[config.mk]
export PLATFORM = sky130hd
export DESIGN_NAME = dmem_port_arbiter_flat
export DESIGN_NICKNAME = d
export VERILOG_FILES = /design/src/rtl/dmem_port_arbiter_if.sv /design/src/rtl/dmem_port_arbiter.sv /design/src/flat_wrapper.sv
export SDC_FILE = /design/constraint.sdc
export NUM_CORES = 1
export LEC_CHECK = 0
export ABC_CLOCK_PERIOD_IN_PS = 5280
export BUFFER_PORTS_ARGS = -buffer_cell sky130_fd_sc_hd__clkbuf_2
export CORE_MARGIN = 2
export CORE_UTILIZATION = 40
export CTS_BUF_LIST = sky130_fd_sc_hd__clkbuf_16
export CTS_CLUSTER_DIAMETER = 200
export DETAILED_ROUTE_END_ITERATION = 10
export PLACE_DENSITY = 0.9
export SLEW_MARGIN = 5
export SYNTH_ARGS = -nofsm -noshare
export SYNTH_HDL_FRONTEND = slang
export SYNTH_SLANG_ARGS = --single-unit
export TNS_END_PERCENT = 100
[constraint.sdc]
create_clock -name clk100 -period 5.28 [get_ports clk100]
set_clock_uncertainty 0.2 [all_clocks]
set_input_delay 0.528 -clock clk100 [delete_from_list [all_inputs] [get_ports clk100]]
set_output_delay 0.528 -clock clk100 [all_outputs]
set_load 0.005 [all_outputs]
[src/rtl/dmem_port_arbiter_if.sv]
// Debug requester handshake into the data-memory port arbiter.
// req/addr/we/wdata are held by the master until the one-cycle ack.
interface dmem_port_arbiter_if;
  logic        dbg_req;
  logic        dbg_we;
  logic [15:0] dbg_addr;
  logic [7:0]  dbg_wdata;
  logic        dbg_ack;
  logic [7:0]  dbg_rdata;

  modport master (
    output dbg_req,
    output dbg_we,
    output dbg_addr,
    output dbg_wdata,
    input  dbg_ack,
    input  dbg_rdata
  );

  modport slave (
    input  dbg_req,
    input  dbg_we,
    input  dbg_addr,
    input  dbg_wdata,
    output dbg_ack,
    output dbg_rdata
  );
endinterface

[src/rtl/dmem_port_arbiter.sv]
// Shares single-ported data memory between the CPU load/store path
// and a debug requester; CPU owns the port except in one-cycle debug slots.
module dmem_port_arbiter #(
  parameter int MAX_WAIT = 16,
  parameter int WAIT_W   = 5
) (
  input  logic        clk100,
  input  logic        reset,
  input  logic        cpu_rd_en,
  input  logic [15:0] cpu_rd_addr,
  input  logic        cpu_wr_en,
  input  logic [15:0] cpu_wr_addr,
  input  logic [7:0]  cpu_wr_data,
  output logic        cpu_stall,
  output logic [7:0]  cpu_rdata,
  dmem_port_arbiter_if.slave dbg,
  output logic [7:0]  force_cnt,
  output logic [15:0] dmem_rd_addr,
  output logic [15:0] dmem_wr_addr,
  output logic [7:0]  dmem_wr_data,
  output logic        dmem_wr_en,
  input  logic [7:0]  dmem_dout
);

  typedef enum logic [1:0] {
    IDLE,
    GRANT,
    DONE
  } state_t;

  state_t            state_q, state_d;
  logic [WAIT_W-1:0] wait_q, wait_d;
  logic [7:0]        force_q, force_d;
  logic [7:0]        rdata_q, rdata_d;
  logic              cpu_busy;
  logic              at_max;

  assign cpu_busy = cpu_rd_en | cpu_wr_en;
  assign at_max   = (wait_q == WAIT_W'(MAX_WAIT));

  always_ff @(posedge clk100 or negedge reset) begin
    if (!reset) begin
      state_q <= IDLE;
      wait_q  <= '0;
      force_q <= '0;
      rdata_q <= '0;
    end else begin
      state_q <= state_d;
      wait_q  <= wait_d;
      force_q <= force_d;
      rdata_q <= rdata_d;
    end
  end

  always_comb begin
    state_d      = state_q;
    wait_d       = wait_q;
    force_d      = force_q;
    rdata_d      = rdata_q;
    cpu_stall    = 1'b0;
    dbg.dbg_ack  = 1'b0;
    dmem_rd_addr = cpu_rd_addr;
    dmem_wr_addr = cpu_wr_addr;
    dmem_wr_data = cpu_wr_data;
    dmem_wr_en   = cpu_wr_en;
    unique case (state_q)
      IDLE: begin
        if (dbg.dbg_req && (!cpu_busy || at_max)) begin
          state_d = GRANT;
          wait_d  = '0;
          // a busy CPU here means the wait bound expired
          if (cpu_busy && force_q != 8'hFF)
            force_d = force_q + 8'd1;
        end else if (dbg.dbg_req && cpu_busy) begin
          wait_d = wait_q + WAIT_W'(1);
        end else begin
          wait_d = '0;
        end
      end
      GRANT: begin
        cpu_stall    = 1'b1;
        dmem_rd_addr = dbg.dbg_addr;
        dmem_wr_addr = dbg.dbg_addr;
        dmem_wr_data = dbg.dbg_wdata;
        dmem_wr_en   = dbg.dbg_we;
        state_d      = DONE;
      end
      DONE: begin
        dbg.dbg_ack = 1'b1;
        if (!dbg.dbg_we)
          rdata_d = dmem_dout;
        state_d = IDLE;
      end
      default: state_d = IDLE;
    endcase
  end

  assign dbg.dbg_rdata = (state_q == DONE && !dbg.dbg_we)
                       ? dmem_dout : rdata_q;
  assign cpu_rdata     = dmem_dout;
  assign force_cnt     = force_q;

endmodule

[src/flat_wrapper.sv]
// flat-port wrapper written by rule: the top's interface ports become plain ports
module dmem_port_arbiter_flat 
#(
  parameter int MAX_WAIT = 16,
  parameter int WAIT_W   = 5
)
  (clk100, reset, cpu_rd_en, cpu_rd_addr, cpu_wr_en, cpu_wr_addr, cpu_wr_data, cpu_stall, cpu_rdata, force_cnt, dmem_rd_addr, dmem_wr_addr, dmem_wr_data, dmem_wr_en, dmem_dout, dbg_dbg_req, dbg_dbg_we, dbg_dbg_addr, dbg_dbg_wdata, dbg_dbg_ack, dbg_dbg_rdata);
  dmem_port_arbiter_if dbg_i ();
  input  logic clk100;
  input  logic reset;
  input  logic cpu_rd_en;
  input  logic [15:0] cpu_rd_addr;
  input  logic cpu_wr_en;
  input  logic [15:0] cpu_wr_addr;
  input  logic [7:0] cpu_wr_data;
  output logic cpu_stall;
  output logic [7:0] cpu_rdata;
  output logic [7:0] force_cnt;
  output logic [15:0] dmem_rd_addr;
  output logic [15:0] dmem_wr_addr;
  output logic [7:0] dmem_wr_data;
  output logic dmem_wr_en;
  input  logic [7:0] dmem_dout;
  input wire logic [$bits(dbg_i.dbg_req)-1:0] dbg_dbg_req;
  input wire logic [$bits(dbg_i.dbg_we)-1:0] dbg_dbg_we;
  input wire logic [$bits(dbg_i.dbg_addr)-1:0] dbg_dbg_addr;
  input wire logic [$bits(dbg_i.dbg_wdata)-1:0] dbg_dbg_wdata;
  output wire logic [$bits(dbg_i.dbg_ack)-1:0] dbg_dbg_ack;
  output wire logic [$bits(dbg_i.dbg_rdata)-1:0] dbg_dbg_rdata;
  assign dbg_i.dbg_req = dbg_dbg_req;
  assign dbg_i.dbg_we = dbg_dbg_we;
  assign dbg_i.dbg_addr = dbg_dbg_addr;
  assign dbg_i.dbg_wdata = dbg_dbg_wdata;
  assign dbg_dbg_ack = dbg_i.dbg_ack;
  assign dbg_dbg_rdata = dbg_i.dbg_rdata;
  dmem_port_arbiter #(.MAX_WAIT(MAX_WAIT), .WAIT_W(WAIT_W)) u_core (.clk100(clk100), .reset(reset), .cpu_rd_en(cpu_rd_en), .cpu_rd_addr(cpu_rd_addr), .cpu_wr_en(cpu_wr_en), .cpu_wr_addr(cpu_wr_addr), .cpu_wr_data(cpu_wr_data), .cpu_stall(cpu_stall), .cpu_rdata(cpu_rdata), .dbg(dbg_i), .force_cnt(force_cnt), .dmem_rd_addr(dmem_rd_addr), .dmem_wr_addr(dmem_wr_addr), .dmem_wr_data(dmem_wr_data), .dmem_wr_en(dmem_wr_en), .dmem_dout(dmem_dout));
endmodule
==> Word level (Yosys, flattened, before mapping) <==
Cells that the tools add are included.
{ "word_totals": {"wordCells": 34, "regBits": 23, "in_bits": 78} }
{ "classes": {"mux": 11, "n_reduce_logical": 10, "eq_ne": 5, "bitwise": 2, "addsub": 2} }
{ "op_table": {"columns": ["op", "count"], "rows": [
  ["two-way mux 16 bit", 2],
  ["two-way mux 8 bit", 2],
  ["two-way mux 5 bit", 2],
  ["adder 8 x 1 -> 8 bit (second input constant)", 1],
  ["!= test 8 bit (second input constant)", 1],
  ["adder 5 x 1 -> 5 bit (second input constant)", 1],
  ["equality test 5 bit (second input constant)", 1],
  ["logical AND 1 bit", 4],
  ["case mux 2 bit (2 select lines)", 1],
  ["two-way mux 1 bit", 3],
  ["AND reduction 3 bit", 1],
  ["equality test 2 x 1 -> 1 bit (second input constant)", 1],
  ["equality test 2 bit (second input constant)", 1],
  ["logical NOT 1 bit", 2],
  ["logical NOT 2 bit", 1],
  ["two-way mux 2 bit", 1],
  ["!= test 2 x 1 -> 1 bit (second input constant)", 1],
  ["AND reduction 2 bit", 1],
  ["logical OR 1 bit", 1],
  ["NOT 1 bit", 1],
  ["bitwise OR 1 bit", 1]
]} }

==> Logic depth before layout (Yosys ltp) <==
{ "depth": {"ltp_word": 6, "mapped_depth": 6, "depth_no_buf": 6} }

==> Least setup slack after synthesis <==
OpenSTA, ideal clock, no wires.
{ "synth_path": {"kind": "flip-flop to output port", "start": "register u_core.state_q[1]", "end": "output port dmem_rd_addr[10]", "path_stages_with_launch": 7, "path_buffers": 2, "required_time_ns": 4.552, "arrival_time_ns": 1.260, "path_slack_ns": 3.292, "cell_sequence": "dfrtp_1 -> nand2b_1 -> clkbuf_1 -> inv_2 -> clkbuf_1 -> nand2_1 -> nand2_1"} }
{ "synth_between": {"elab_chain_len": 2} }
{ "synth_rtl": {"columns": ["element", "line", "source"], "rows": [
  ["start: declaration", "dmem_port_arbiter.sv:31", "state_t state_q, state_d;"],
  ["start signal: assignment", "dmem_port_arbiter.sv:48", "state_q <= state_d;"],
  ["equality test 2 x 1 -> 1 bit", "dmem_port_arbiter.sv:66", "unique case (state_q)"],
  ["two-way mux 16 bit", "dmem_port_arbiter.sv:66", null],
  ["end: declaration", "flat_wrapper.sv:19", "output logic [15:0] dmem_rd_addr;"]
]} }
No other way between the ends.

==> Worst setup path after layout <==
{ "layout_path": {"start": "register u_core.state_q[1]", "end": "output port dbg_dbg_rdata[1]"} }
{ "layout_between": {"elab_chain_len": 3} }
{ "layout_rtl": {"columns": ["element", "line", "source"], "rows": [
  ["equality test 2 bit", "dmem_port_arbiter.sv:98", "assign dbg.dbg_rdata = (state_q == DONE && !dbg.dbg_we)"],
  ["logical AND 1 bit", "dmem_port_arbiter.sv:98", null],
  ["two-way mux 8 bit", "dmem_port_arbiter.sv:99", "? dmem_dout : rdata_q;"],
  ["end: declaration", "flat_wrapper.sv:29", "output wire logic [$bits(dbg_i.dbg_rdata)-1:0] dbg_dbg_rdata;"]
]} }
No other way between the ends.

==> run metrics <==
status=finished, final reports clean; combinational power share=around 29%; Clock Latency Late Sink=roughly 0.25 ns; syn avg cell area=between 7 and 8 um^2; commonest cells after routing, fill and taps aside=clkbuf_2, nand2_1, dfrtp_1; P_sw=between 0.1 and 0.15 mW; vias in the first global route=1,491; share of cells above drive strength 1=48.2%; Iteration-0 DRC Markers=slightly above 80; Setup TNS Final=0 ns; mapped cell area=between 1500 and 2000 um^2; root buffer cell=clkbuf_16; Clock Power Share=about 31%; final setup vio count=0; internal power=between 0.3 and 0.4 mW; startpoint class of the critical path=flop; # hold bufs at CTS=0; power density cells=216 nW/um^2; Crit path arrival time=about 2 ns; Sw Share=26.0%; count of final max-slew check failures=0; Die Y=~66 um; Port Buffers=approximately 140; Pleak=~1.5 nW; Cells after Synth=~210; RSZ-0062 raised after global routing=no; Cell variety after synth=30; Post-DP HPWL=~3700 um; largest net degree at the start of global routing=44; DRC viols=0; Max-slew headroom=a little over half; die area=roughly 4400 um^2; post-layout util=a little over three fifths; fin crit share=between 50 and 60%; Final GP Congestion=between 0.8 and 0.9; Die W=between 60 and 70 um; post-detailed-route count of antenna-violating nets=0; Site Rows=22; initial antenna violation count=0; cts bufs inserted=3; per-cell routed wire length=between 10 and 15 um; tightest hold margin=between 0.05 and 0.06 ns; fin nets=424; final global-route overflow total=0; share of total power in sequential cells=between 40% and 50%; CTS Sinks=23; #FFs+latches synth=23; via count=roughly 1,800; Min-Delay Path Class=primary input to async pin; Crit path required time=about 4.6 ns; post-CTS setup buffer count=0; diode count=0; final hold vios=0; Max Fclk=~0.37 GHz; post-synthesis sequential area ratio=between 30% and 40%; commonest non-fill, non-tap cell in the layout=clkbuf_2; core footprint=3720 um^2; initial core utilization=a little over two fifths; peak supply drop=around 130 uV; warnings from Yosys=0; first-pass GRT wire length=roughly 6500 um; Tot GR Track Use=a little under a fifth; I/O pin total=between 100 and 150; P&R area growth vs syn=49.8%; clk buf depth=2; clk slew on worst S/H paths=roughly 0.060 ns; drt first pass iters=4; CP endpoint kind=output port; min cycle time layout=between 2 and 3 ns; Slew @ Worst Pin=0.717 ns; post-cts resize count=0; MaxCap Viol Count=0; synthesized net count=between 200 and 300; CTS tree=built; fill count=324; Max FO, Critical Path=8; htree depth=1; Setup CP Type=flop to output port; post-DR vias/cell=~4.7; WL final=4450 um
layer usage:
layer  vias to the layer above  wire, um  GRT usage [%]
met5                         -         0              0
met4                         0        29           4.59
met3                         2       297           4.60
met2                        76      2330           32.3
met1                       816      1790           24.1
li1                        929         -              -
area by class of cell:
cell class                      count  area [um^2]  share of cell area [%]
Clock buffer                        3         75.1                    3.22
Clock inverter                      1         3.75                   0.161
Inverter                            6         22.5                   0.965
Multi-Input combinational cell    164          870                    37.2
Sequential cell                    23          576                    24.7
Tap cell                           48         60.1                    2.57
Timing Repair Buffer              145          728                    31.2
worst max-delay path, cell delays in order, from the launching register on:
cell and delay (ns):
dfrtp_1 0.42, nor2b_1 0.17, nor2b_1 0.60, mux2_2 0.43, clkbuf_2 0.12
cell usage after synthesis:
library cell / number / area, um^2
nand4_1: 1 / 6.26
o32a_1: 1 / 10.0
dfrtp_1: 23 / 576
nand2_1: 109 / 409
nor3b_1: 2 / 15.0
nand4b_4: 1 / 23.8
nor2_1: 4 / 15.0
nand3_1: 4 / 20.0
clkbuf_1: 7 / 26.3
o21ai_0: 6 / 30.0
mux2_2: 10 / 113
nand2b_1: 2 / 12.5
inv_1: 5 / 18.8
and4bb_2: 1 / 12.5
nor2b_1: 2 / 12.5
buf_2: 1 / 5.00
nand4bb_1: 1 / 11.3
xor2_1: 6 / 52.6
nor3_1: 2 / 10.0
nor4_1: 2 / 12.5
a21o_1: 1 / 7.51
o211a_1: 1 / 10.0
o22ai_1: 1 / 6.26
and3_2: 1 / 7.51
nor2_4: 1 / 11.3
ha_1: 3 / 37.5
inv_2: 1 / 3.75
buf_4: 8 / 60.1
nor4b_2: 1 / 15.0
a21o_2: 1 / 8.76
cells by family (layout without fill, tap and decap cells):
family | Yosys count | in the layout | share of synthesized area [%]
AND/OR/NAND/NOR | 134 | 134 | 38.1
flip-flops | 23 | 23 | 36.9
buffers and inverters | 22 | 155 | 7.30
AO/OA/AOI/OAI | 11 | 11 | 4.66
multiplexers | 10 | 10 | 7.22
XOR/XNOR | 6 | 6 | 3.37
adder cells (fa/ha/maj) | 3 | 3 | 2.41
state kept, by name, summed over array words and instances, names as in the netlist:
name,flops
u_core.force_cnt,8
u_core.rdata_q,8
u_core.state_q,2
u_core.wait_q,5
worst paths after layout:
kind                                        start             endpoint  slack (ns)  depth (start not counted)
min in group clk100             u_core.rdata_q[6]    u_core.rdata_q[6]        0.30                          1
worst max-delay path            u_core.state_q[1]     dbg_dbg_rdata[1]        2.55                          4
worst min-delay path                        reset  u_core.force_cnt[0]        0.06                          1
max in group asynchronous                   reset    u_core.rdata_q[3]        4.44                          1
worst max register to register   u_core.wait_q[0]  u_core.force_cnt[6]        3.28                          6
worst min register to register  u_core.rdata_q[6]    u_core.rdata_q[6]        0.30                          1
power by group through the flow:
stage                     Sequential (mW)  Combinational, mW  Clock [mW]
after floorplan                     0.204             0.0676           0
after global placement              0.206              0.142           0
after detailed placement            0.207              0.147           0
after CTS                           0.204              0.147       0.160
after global routing                0.206              0.163       0.171
final                               0.203              0.145       0.156
per-stage QoR:
| step | cell area (um^2) | cells | setup WS (ns) | power, mW |
|---|---|---|---|---|
| 4_1_cts | 2330 | 390 | 2.53 | 0.511 |
| 3_3_place_gp | 2260 | 386 | 2.86 | 0.348 |
| 6_report | 2330 | 390 | 2.55 | 0.504 |
| 5_1_grt | 2330 | 390 | 2.40 | 0.539 |
| 3_5_place_dp | 2260 | 386 | 2.80 | 0.354 |
| 2_1_floorplan | 1560 | 209 | 3.29 | 0.272 |
Note: power is estimated with default switching activity, not from simulation.
